### src/rtl/fifo_mac_array.sv
// rtl/fifo_mac_array.sv - systolic FIFO-fed matrix-vector multiply-accumulate array
module fifo_mac_array #(
    parameter int NUM_FIFOS  = 9,
    parameter int DEPTH      = 8,
    parameter int DATA_WIDTH = 8,
    parameter int ACC_WIDTH  = 24
) (
    input  logic                            clk,
    input  logic                            rst_n,
    input  logic                            start,
    input  logic [NUM_FIFOS*DATA_WIDTH-1:0] fifoRdata,
    input  logic [NUM_FIFOS-1:0]            fifoEmpty,
    output logic [NUM_FIFOS-1:0]            fifoRden,
    output logic [(NUM_FIFOS-1)*ACC_WIDTH-1:0] result,
    output logic                            busy,
    output logic                            done,
    output logic                            err
);

    localparam int ROWS = NUM_FIFOS - 1;
    localparam int LAST = DEPTH + ROWS - 1;
    localparam int CW   = $clog2(LAST + 1);
    localparam int PW   = 2 * DATA_WIDTH;

    typedef enum logic {
        IDLE = 1'b0,
        RUN  = 1'b1
    } state_t;

    state_t                state_q, state_d;
    logic [CW-1:0]         cnt_q, cnt_d;
    logic [ACC_WIDTH-1:0]  acc_q [ROWS];
    logic [ACC_WIDTH-1:0]  acc_d [ROWS];
    logic [DATA_WIDTH-1:0] bdly_q [ROWS-1];
    logic [DATA_WIDTH-1:0] bdly_d [ROWS-1];
    logic                  done_q, done_d;
    logic                  err_q, err_d;
    logic [NUM_FIFOS-1:0]  rden;
    logic [DATA_WIDTH-1:0] b_bus;
    int                    cnt_i;

    assign b_bus = fifoRdata[ROWS*DATA_WIDTH +: DATA_WIDTH];
    assign cnt_i = int'(cnt_q);

    // Pop schedule: B for the first DEPTH cycles, row i skewed by i cycles; nothing in IDLE.
    always_comb begin
        rden = '0;
        if (state_q == RUN) begin
            if (cnt_i < DEPTH) rden[ROWS] = 1'b1;
            for (int i = 0; i < ROWS; i++) begin
                if (cnt_i >= i && cnt_i < i + DEPTH) rden[i] = 1'b1;
            end
        end
    end

    // Next-state: FSM, counter, B skew chain, MAC windows, status flags.
    always_comb begin
        logic [DATA_WIDTH-1:0] a_op;
        logic [DATA_WIDTH-1:0] b_op;
        logic [PW-1:0]         prod;
        state_d = state_q;
        cnt_d   = cnt_q;
        done_d  = done_q;
        err_d   = err_q;
        a_op    = '0;
        b_op    = '0;
        prod    = '0;
        for (int i = 0; i < ROWS; i++) acc_d[i] = acc_q[i];
        bdly_d[0] = b_bus;
        for (int j = 1; j < ROWS - 1; j++) bdly_d[j] = bdly_q[j-1];
        case (state_q)
            IDLE: begin
                if (start) begin
                    state_d = RUN;
                    cnt_d   = '0;
                    done_d  = 1'b0;
                    err_d   = 1'b0;
                    for (int i = 0; i < ROWS; i++) acc_d[i] = '0;
                end
            end
            RUN: begin
                if (|(rden & fifoEmpty)) err_d = 1'b1;
                for (int i = 0; i < ROWS; i++) begin
                    if (cnt_i >= i + 1 && cnt_i <= i + DEPTH) begin
                        a_op     = fifoRdata[i*DATA_WIDTH +: DATA_WIDTH];
                        b_op     = (i == 0) ? b_bus : bdly_q[(i == 0) ? 0 : i-1];
                        prod     = {{DATA_WIDTH{1'b0}}, a_op} * {{DATA_WIDTH{1'b0}}, b_op};
                        acc_d[i] = acc_q[i] + ACC_WIDTH'(prod);
                    end
                end
                if (cnt_i == LAST) begin
                    state_d = IDLE;
                    done_d  = 1'b1;
                end else begin
                    cnt_d = cnt_q + 1'b1;
                end
            end
            default: state_d = IDLE;
        endcase
    end

    // State registers; asynchronous reset discards any pass in flight.
    always_ff @(posedge clk or negedge rst_n) begin
        if (!rst_n) begin
            state_q <= IDLE;
            cnt_q   <= '0;
            done_q  <= 1'b0;
            err_q   <= 1'b0;
            for (int i = 0; i < ROWS; i++) acc_q[i] <= '0;
            for (int j = 0; j < ROWS - 1; j++) bdly_q[j] <= '0;
        end else begin
            state_q <= state_d;
            cnt_q   <= cnt_d;
            done_q  <= done_d;
            err_q   <= err_d;
            for (int i = 0; i < ROWS; i++) acc_q[i] <= acc_d[i];
            for (int j = 0; j < ROWS - 1; j++) bdly_q[j] <= bdly_d[j];
        end
    end

    for (genvar g = 0; g < ROWS; g++) begin : g_result
        assign result[g*ACC_WIDTH +: ACC_WIDTH] = acc_q[g];
    end

    assign fifoRden = rden;
    assign busy     = (state_q == RUN);
    assign done     = done_q;
    assign err      = err_q;

endmodule

### config.mk
export PLATFORM = sky130hd
export DESIGN_NAME = fifo_mac_array
export DESIGN_NICKNAME = d
export VERILOG_FILES = /design/src/rtl/fifo_mac_array.sv
export SDC_FILE = /design/constraint.sdc
export NUM_CORES = 2
export LEC_CHECK = 0
export ABC_AREA = 1
export CAP_MARGIN = 10
export CORE_MARGIN = 8
export CORE_UTILIZATION = 40
export DETAILED_ROUTE_END_ITERATION = 7
export GPL_ROUTABILITY_DRIVEN = 0
export PLACE_DENSITY_LB_ADDON = 0.05
export SLEW_MARGIN = 10
export SYNTH_ARGS = -nofsm -noshare
export SYNTH_HDL_FRONTEND = slang
export SYNTH_SLANG_ARGS = --single-unit
### constraint.sdc
create_clock -name clk -period 3.77 [get_ports clk]
set_clock_uncertainty 0.05 [all_clocks]
set_input_delay 0.9425 -clock clk [delete_from_list [all_inputs] [get_ports clk]]
set_output_delay 0.9425 -clock clk [all_outputs]
set_load 0.05 [all_outputs]
# Word-level counts from Yosys, hierarchy flattened
# Cells that the tools add are included.
[op_classes]
n_addsub = 9
mul = 8
order_cmp = 25
n_eq_ne = 13
mux = 31
n_bitwise = 2
reduce_logical = 28
[ops]
columns = ["op", "count"]
rows = [
  ["192-bit one-hot mux with 2 select lines", 1],
  ["24-bit by 16-bit adder with 24-bit output", 8],
  ["192-bit two-way mux", 1],
  ["24-bit two-way mux", 8],
  ["8-bit by 8-bit multiplier with 16-bit output", 8],
  ["4-bit less-or-equal comparator (second input constant)", 8],
  ["4-bit < comparator (second input constant)", 8],
  ["2-bit AND reduction", 11],
  ["2-bit by 1-bit != test with 1-bit output (second input constant)", 10],
  ["4-bit by 3-bit >= comparator with 1-bit output (second input constant)", 4],
  ["1-bit logical AND", 16],
  ["1-bit two-way mux", 14],
  ["9-bit AND", 1],
  ["9-bit two-way mux", 1],
  ["9-bit OR reduction", 1],
  ["4-bit by 1-bit >= comparator with 1-bit output (second input constant)", 2],
  ["4-bit by 2-bit >= comparator with 1-bit output (second input constant)", 2],
  ["4-bit two-way mux", 2],
  ["4-bit one-hot mux with 2 select lines", 1],
  ["1-bit one-hot mux with 2 select lines", 3],
  ["4-bit by 1-bit adder with 4-bit output (second input constant)", 1],
  ["4-bit by 1-bit equality test with 1-bit output (second input constant)", 1],
  ["4-bit >= comparator (second input constant)", 1],
  ["2-bit != test (second input constant)", 2],
  ["1-bit inverter", 1],
]
[word_totals]
register_bits = 255
in_bits = 84
output_inout_bits = 204
wordCells = 135

# Logic depth before layout (Yosys ltp)
[logic_depth]
depth_word = 8
ltp_mapped = 24

# Worst setup path after synthesis
# Ideal clock, no wire load.
[synth_timing]
path_kind = "input port to flip-flop"
startpoint = "input port fifoRdata[47]"
endpoint = "register acc_q, in the netlist result[139]"
arrival_time_ns = 4.474
t_required_ns = 3.599
path_slack_ns = -0.876
path_stages = 19
path_buffers = 1
path_cell_list = "clkbuf_1 nand2_1 fa_1 inv_1 fa_1 fa_1 inv_1 fa_1 inv_1 ha_1 nand2_1 nor2_1 inv_1 o21ai_0 nand2_1 nand2_1 nand3_1 nand2_1 nor2_1"
[synth_via]
elab_chain_cells = 4
[synth_rtl]
columns = ["item", "line", "text"]
rows = [
  ["start, declared", "11", "input logic [NUM_FIFOS*DATA_WIDTH-1:0] fifoRdata,"],
  ["8-bit by 8-bit multiplier with 16-bit output", "87", "prod = {{DATA_WIDTH{1'b0}}, a_op} * {{DATA_WIDTH{1'b0}}, b_op};"],
  ["24-bit by 16-bit adder with 24-bit output", "88", "acc_d[i] = acc_q[i] + ACC_WIDTH'(prod);"],
  ["24-bit two-way mux", "84", "if (cnt_i >= i + 1 && cnt_i <= i + DEPTH) begin"],
  ["192-bit one-hot mux with 2 select lines", "71", "case (state_q)"],
  ["end, declared", "32", "logic [ACC_WIDTH-1:0] acc_q [ROWS];"],
]
# No other way between the ends. The select of a mux whose other input is x is not followed.
# A chain may end at the register's enable or synchronous reset.

# Worst setup path in the final report
[layout_timing]
startpoint = "input port fifoRdata[10]"
endpoint = "register acc_q, in the netlist result[44]"
# Same word-level chain as after synthesis.

==> flow_metrics.tcl <==
set metrics [dict create \
    dpl_cell_area_um2 42400 \
    maxSlewHeadroom_pct 50.6 \
    wl_um 105000 \
    synth_edf_count 0 \
    postRouteAntennaNets 0 \
    syn-num-nets 5380 \
    worstPathArrival_ps 4570 \
    layout_commonest_cell "inv_1" \
    synthDominantCellAreaShare_pct 24.0 \
    crit_path_end_kind "flip-flop" \
    post-route-period-util_pct 110 \
    die_area_um2 92800 \
    ys_dominant_reg_cell "dfrtp_1" \
    required_ps 4190 \
    grt_pass1_vias 31383 \
    status "finished, violations left" \
    grt_max_degree 69 \
    synth_area_leaders "fa_1 (24%), dfrtp_1 (19%), nand2_1 (14%)" \
    synthCells 4559 \
    ys_types 47 \
    crit_path_max_fanout 5 \
    cts-root-buf "clkbuf_16" \
    rsz0062_at_grt "true" \
    core_um2 83000 \
    ios 288 \
    row_count 106 \
    cts_buffers 38 \
    drc 0 \
    vias 30555 \
    r2r_slack_ps -360 \
    overflow 0 \
    clkTransAtPathRegs_ps 70 \
    dp_hpwl_um 84400 \
    drive_gt1_share_pct 34.5 \
    tightest_slew_ps 739 \
    area_delta_synth_final_pct 44.9 \
    design_area_um2 48300 \
    min_period_ps 4150 \
    instances_no_fill 6448 \
    drt-initial-drc-count 1304 \
    antenna_found_initial 7 \
    cts.htree.levels 2 \
    drv_slew 0 \
    hold_class "in -> async" \
    syn_area_um2 33300 \
    cts_buffer_depth 3 \
    chipWidth_um 305 \
    syn_avg_cell_area_um2 7.31 \
    layout_common_cells "inv_1 (1,032), nand2_1 (898), buf_4 (468)" \
    first_pass_iters 5 \
    grt_usage_pct 22.2 \
    worst_r2r_endpoint "result[143]$_DFFE_PN0P_" \
    start_util_pct 40.1 \
    cap_violations 0 \
    clk_latency_ps 560 \
    ys_seq_area_share_pct 19.1 \
    ys_warn_count 0 \
    critPathKind "in -> reg" \
    async_reset_ff_share_pct 100 \
    final_nets 6159 \
    hold_buffers 0 \
    max_freq_ghz 0.241 \
    cts_tree "built" \
    io_buffers 287 \
    fp.dieH_um 305 \
    cp-start-kind "primary input" \
    synth.largest_area_cell "fa_1" \
    wire_per_inst_um 16.2 \
    synth-seq-cells 255 \
    violations "setup timing" \
    grt_pass1_wl_um 168000 \
    dp.cells 6244 \
    cts_sinks 255 \
    r2r-start "bdly_d[11]$_DFF_PN0_" \
    setup_ws_ps -379 \
    vias_per_cell 4.74 \
    r2r_cells 20 \
    hold_viol 0 \
    final-setup-viol-count 134 \
]
[layout make-up]
cell class                      instances  area, um^2
Timing Repair Buffer                  896        8220
Fill cell                            7717       34700
Sequential cell                       255        6450
Clock inverter                         18         203
Tap cell                             1080        1350
Inverter                             1230        4650
Clock buffer                           50        1100
Antenna cell                            2        5.00
Multi-Input combinational cell       2917       26300
[Yosys cell counts (19+ instances only)]
library cell,number
nand3b_1,21
o21ai_0,161
dfrtp_1,255
clkbuf_1,118
inv_1,1213
a21oi_1,191
nor2_1,230
nand2_1,1265
ha_1,337
fa_1,400
buf_2,23
nand3_1,147
nand4_1,19
o22ai_1,30
[flip-flops by register name, indices dropped and copies added, names as in the netlist]
name	cells
result	192
bdly_d	48
bdly_q	8
cnt_q	4
busy	1
done	1
err	1
[routing by layer]
metal	wire [um]	track usage, %
met5	41	0
met4	3130	6.23
met3	4970	3.67
met1	45400	29.1
met2	51000	37.9
[worst max path at each step]
stage / from / endpoint / slack [ps] / cells past startpoint
after floorplan: fifoRdata[51] / result[162]$_DFFE_PN0P_ / -600 / 20
after global placement: fifoRdata[30] / result[91]$_DFFE_PN0P_ / -1400 / 19
after detailed placement: fifoRdata[13] / result[38]$_DFFE_PN0P_ / -1470 / 18
after CTS: fifoRdata[36] / result[119]$_DFFE_PN0P_ / -390 / 21
after global routing: bdly_d[10]$_DFF_PN0_ / result[140]$_DFFE_PN0P_ / -560 / 21
final: fifoRdata[10] / result[44]$_DFFE_PN0P_ / -380 / 22
[kinds of logic (layout without fill, tap and decap cells)]
group	after synthesis	count (layout)	share of synthesized area, %
buffers and inverters	1387	2194	16.0
adders and majority gates	737	737	36.7
AOI/OAI and AO/OA	430	430	6.87
other	0	2	0
xor gates and xnor gates	16	16	0.420
DFF	255	255	19.1
and+or+nand+nor	1734	1734	20.9
[worst max-delay path, stage by stage]
cell and delay [ps]:
buf_6 70, buf_6 130, nand2_4 50, fa_1 510
fa_1 570, inv_2 40, fa_1 490, inv_2 40
fa_1 490, inv_2 50, ha_4 340, nand2_4 80
inv_4 70, nand2_1 60, nand2_1 60, nand2_1 50
nand3b_1 130, nand2_1 100, nand2_2 120, nand3_2 60
nand2_1 70, nor2_1 40
[what timing repair did]
action | in CTS | in global routing
pin swaps | 445 | 503
setup endpoints to repair | 162 | 150
buffers inserted | 91 | 101
gates resized for setup | 900 | 642
gates cloned | 0 | 0
[through the flow]
| step | setup slack (ps) | TNS [ps] | utilization [%] | hold slack (ps) |
|---|---|---|---|---|
| after floorplan | -604 | -63720 | - | 299 |
| after global placement | -1400 | -194820 | 51.0 | 431 |
| after detailed placement | -1470 | -199050 | 51.0 | 443 |
| after CTS | -393 | -33770 | 55.3 | 303 |
| after global routing | -561 | -49980 | 58.1 | 340 |
| final | -379 | -31060 | 58.2 | 287 |
Power is not shown: default switching activity piles up to over one toggle a cycle in this logic, so the estimate is an artifact.
==> RTL change, RTL diff (config.mk and constraints unchanged) <==
`DATA_WIDTH`: 8 -> 6.
--- a/src/rtl/fifo_mac_array.sv
+++ b/src/rtl/fifo_mac_array.sv
@@ -3,5 +3,5 @@
     parameter int NUM_FIFOS  = 9,
     parameter int DEPTH      = 8,
-    parameter int DATA_WIDTH = 8,
+    parameter int DATA_WIDTH = 6,
     parameter int ACC_WIDTH  = 24
 ) (
Ports: changed (resized fifoRdata); port bits go from 288 to 270. The function was not compared with the original's and may differ.
==> RTL change against the unedited design <==
- the run still ends with negative setup slack left
- critical path depth unchanged
- via count down 24%
- area after synthesis down 25%
- hold slack worse by 0.0045 ns
- global-route usage down 1.3 points
- setup slack better by 0.093 ns
- cell count down 23%
- routed wire length down 28%
- final area down 26%
- first-iteration DRC count down 16%
- sequential cell count down 14
- highest routed layer is now met4
==> RTL change: results (changes against the unedited design) <==
Outcome
The flow ran to the end, but the final reports show violations. The checks that failed: negative setup slack.

Global routing
The initial antenna violation count is 1 (-6). The first-pass GRT wire length came to 120.9 mm (-28%). The number of global-route vias before repair came to 23215 (-26%). The aggregate global-route resource usage is 20.92% (-1.3 points). The largest net degree at the start of global routing is 72 (+4.3%).

Placed design
The port buffer count is 269 (-6.3%). The placed instance count is 4870 (-22%). The total half-perimeter wirelength after legalization and detailed placement is 59.41 mm (-30%).

Final layout
The proportion of layout cells with a drive suffix above 1 is 29.29% (-5.2 points). The final net count is 4633 (-25%). The number of flip-flops in the largest register is 192 (unchanged).

Critical path
The cell family contributing the most delay on the critical path is adder cells. The longest individual stage delay on the worst path is 0.53 ns (-0.04 ns). The top fanout value on the critical path is 5 (unchanged). The slowest stage of the critical path belongs to the cell fa_1. The worst setup slack for register-to-register paths is -0.24 ns (+0.12 ns).

The arrival time of data at the critical path endpoint is 4.48 ns (-0.09 ns).

Drt
The number of routed nets with antenna violations was 0 (unchanged). The number of vias per cell after detailed routing is 4.683 (-1.2%). The sum of routed wire length over all layers is 75.78 mm (-28%). The detailed router's first-iteration violation count is 1095 (-16%). The average detailed-routed wire length per instance is 15.20 um (-6.3%).

The number of iterations in the first detailed-routing pass is 6 (+1).

Power and ir drop
The static leakage is 19.52 nW. The switching portion of total power is about half. The sequential fraction of design power is between 10% and 20%. The dominant power group is combinational cells. The clock group power is 3.10 mW.

The power per cell area is 833.3 nW/um^2. The highest ir drop seen on vdd is 0.4922 mV.

STA
The worst setup margin was -0.2861 ns (+0.09324 ns). The number of setup violations in the final report is 143 (+6.7%). The post-route setup TNS is -22.88 ns (+8.174 ns).

The final hold slack is 0.2826 ns (-0.004462 ns). The measured slew at the worst slew-check pin is 0.7111 ns (-0.02802 ns).

Yosys
The number of unique standard cell types used by synthesis is 48 (+2.1%). The average cell area after synthesis is 7.220 um^2 (-1.2%). After synthesis, the most frequently instantiated cells are nand2_1, inv_1, nor2_1, dfrtp_1, ha_1. The fraction of the yosys area taken by sequential cells is 23.98% (+4.8 points). The most common cell in the synthesized netlist is nand2_1. The count of synthesis-stage warnings from yosys is 0 (unchanged). The async set or reset register ratio after synthesis is 100.0% (unchanged). The post-synth net total came to 3999 (-26%). By area the synthesized netlist is led by dfrtp_1, fa_1, nand2_1, inv_1, ha_1.

Worst hold path
In this run the worst hold path is classified as in2async.

Clock network
The H-tree depth is 2 (unchanged). Clock-pin slew was measured on the worst setup and hold paths at around 0.060 ns. The CTS buffer count came to 34 (-11%). Clock latency on the worst-skew pair, taken at its later pin, is 0.55 ns.

The maximum count of clock buffers along a single path is 3 (unchanged). Clock tree synthesis selected as its root buffer the cell clkbuf_16.
## RTL change: cell count changes in the layout (fill, tap and decap cells not counted), moves of 51 or more
cell     before  now
nand2_4     140   87
inv_1      1032  812
buf_6       165   83
nand2_1     898  693
nand2_2     233  182
fa_1        347  203
inv_2       185  102
ha_1        260  196
buf_4       468  303
## RTL change: metrics by stage
stage | cell area (um^2) | setup WS [ns]
3_3_place_gp | 31940 | -1.310
5_1_grt | 35840 | -0.4652
4_1_cts | 34200 | -0.2823
6_report | 35840 | -0.2861
3_5_place_dp | 31940 | -1.361
2_1_floorplan | 26120 | -0.5388
## RTL change: what timing repair did
item	4_1_cts	5_1_grt
pin swaps	223	280
gates resized for setup	579	417
setup buffers	25	39
endpoints found under the setup margin	164	156
endpoints found under the hold margin	0	0
gates cloned	1	0
## RTL change: final cells by class
cell class | count | area, um^2
multi-input combinational | 2286 | 18430
clock buffer | 48 | 973.4
sequential | 241 | 6063
antenna | 1 | 2.502
inverter | 924 | 3502
fill | 6035 | 26780
clock inverter | 8 | 58.81
tap | 846 | 1059
timing repair buffer | 631 | 5753
## RTL change: cell families (layout without fill, tap and decap cells)
kind of cell / Yosys count / in the layout / share of synthesized area (%)
buf+inv: 958 / 1611 / 15.07
compound gates: 349 / 349 / 7.620
simple gates: 1473 / 1474 / 24.31
other cells: 0 / 1 / 0
xor+xnor: 14 / 14 / 0.4875
fa+ha+maj: 449 / 449 / 28.54
flops: 241 / 241 / 23.98
## RTL change: final timing paths
kind	start	to	cells after the start
worst max-delay path	fifoRdata[48]	result[23]$_DFFE_PN0P_	22
worst min-delay path	rst_n	result[11]$_DFFE_PN0P_	1
worst max register to register	bdly_d[33]$_DFF_PN0_	result[37]$_DFFE_PN0P_	20
worst min register to register	done$_DFFE_PN0P_	done$_DFFE_PN0P_	1
max in group asynchronous	rst_n	result[125]$_DFFE_PN0P_	2
min in group clk	done$_DFFE_PN0P_	done$_DFFE_PN0P_	1
## RTL change: worst register-to-register path: stages (launching register included)
cell     delay [ns]
dfrtp_2        0.47
nand2_2        0.09
fa_1           0.53
inv_1          0.05
fa_1           0.45
fa_1           0.50
inv_1          0.05
fa_1           0.49
inv_2          0.05
ha_4           0.32
nand2_4        0.07
inv_2          0.07
nand2_2        0.06
nor2_1         0.10
nand2_1        0.09
nand3_4        0.15
nand2_1        0.07
inv_1          0.08
nand2_1        0.05
nand2_1        0.06
nor2_1         0.05
## RTL change: routing by layer
layer	vias to the layer above	GRT usage (%)	wire, um
met5	-	0	0
met4	0	5.279	1804
met3	80	3.850	3334
met2	353	35.98	37150
met1	11117	26.95	33490
li1	11797	-	-
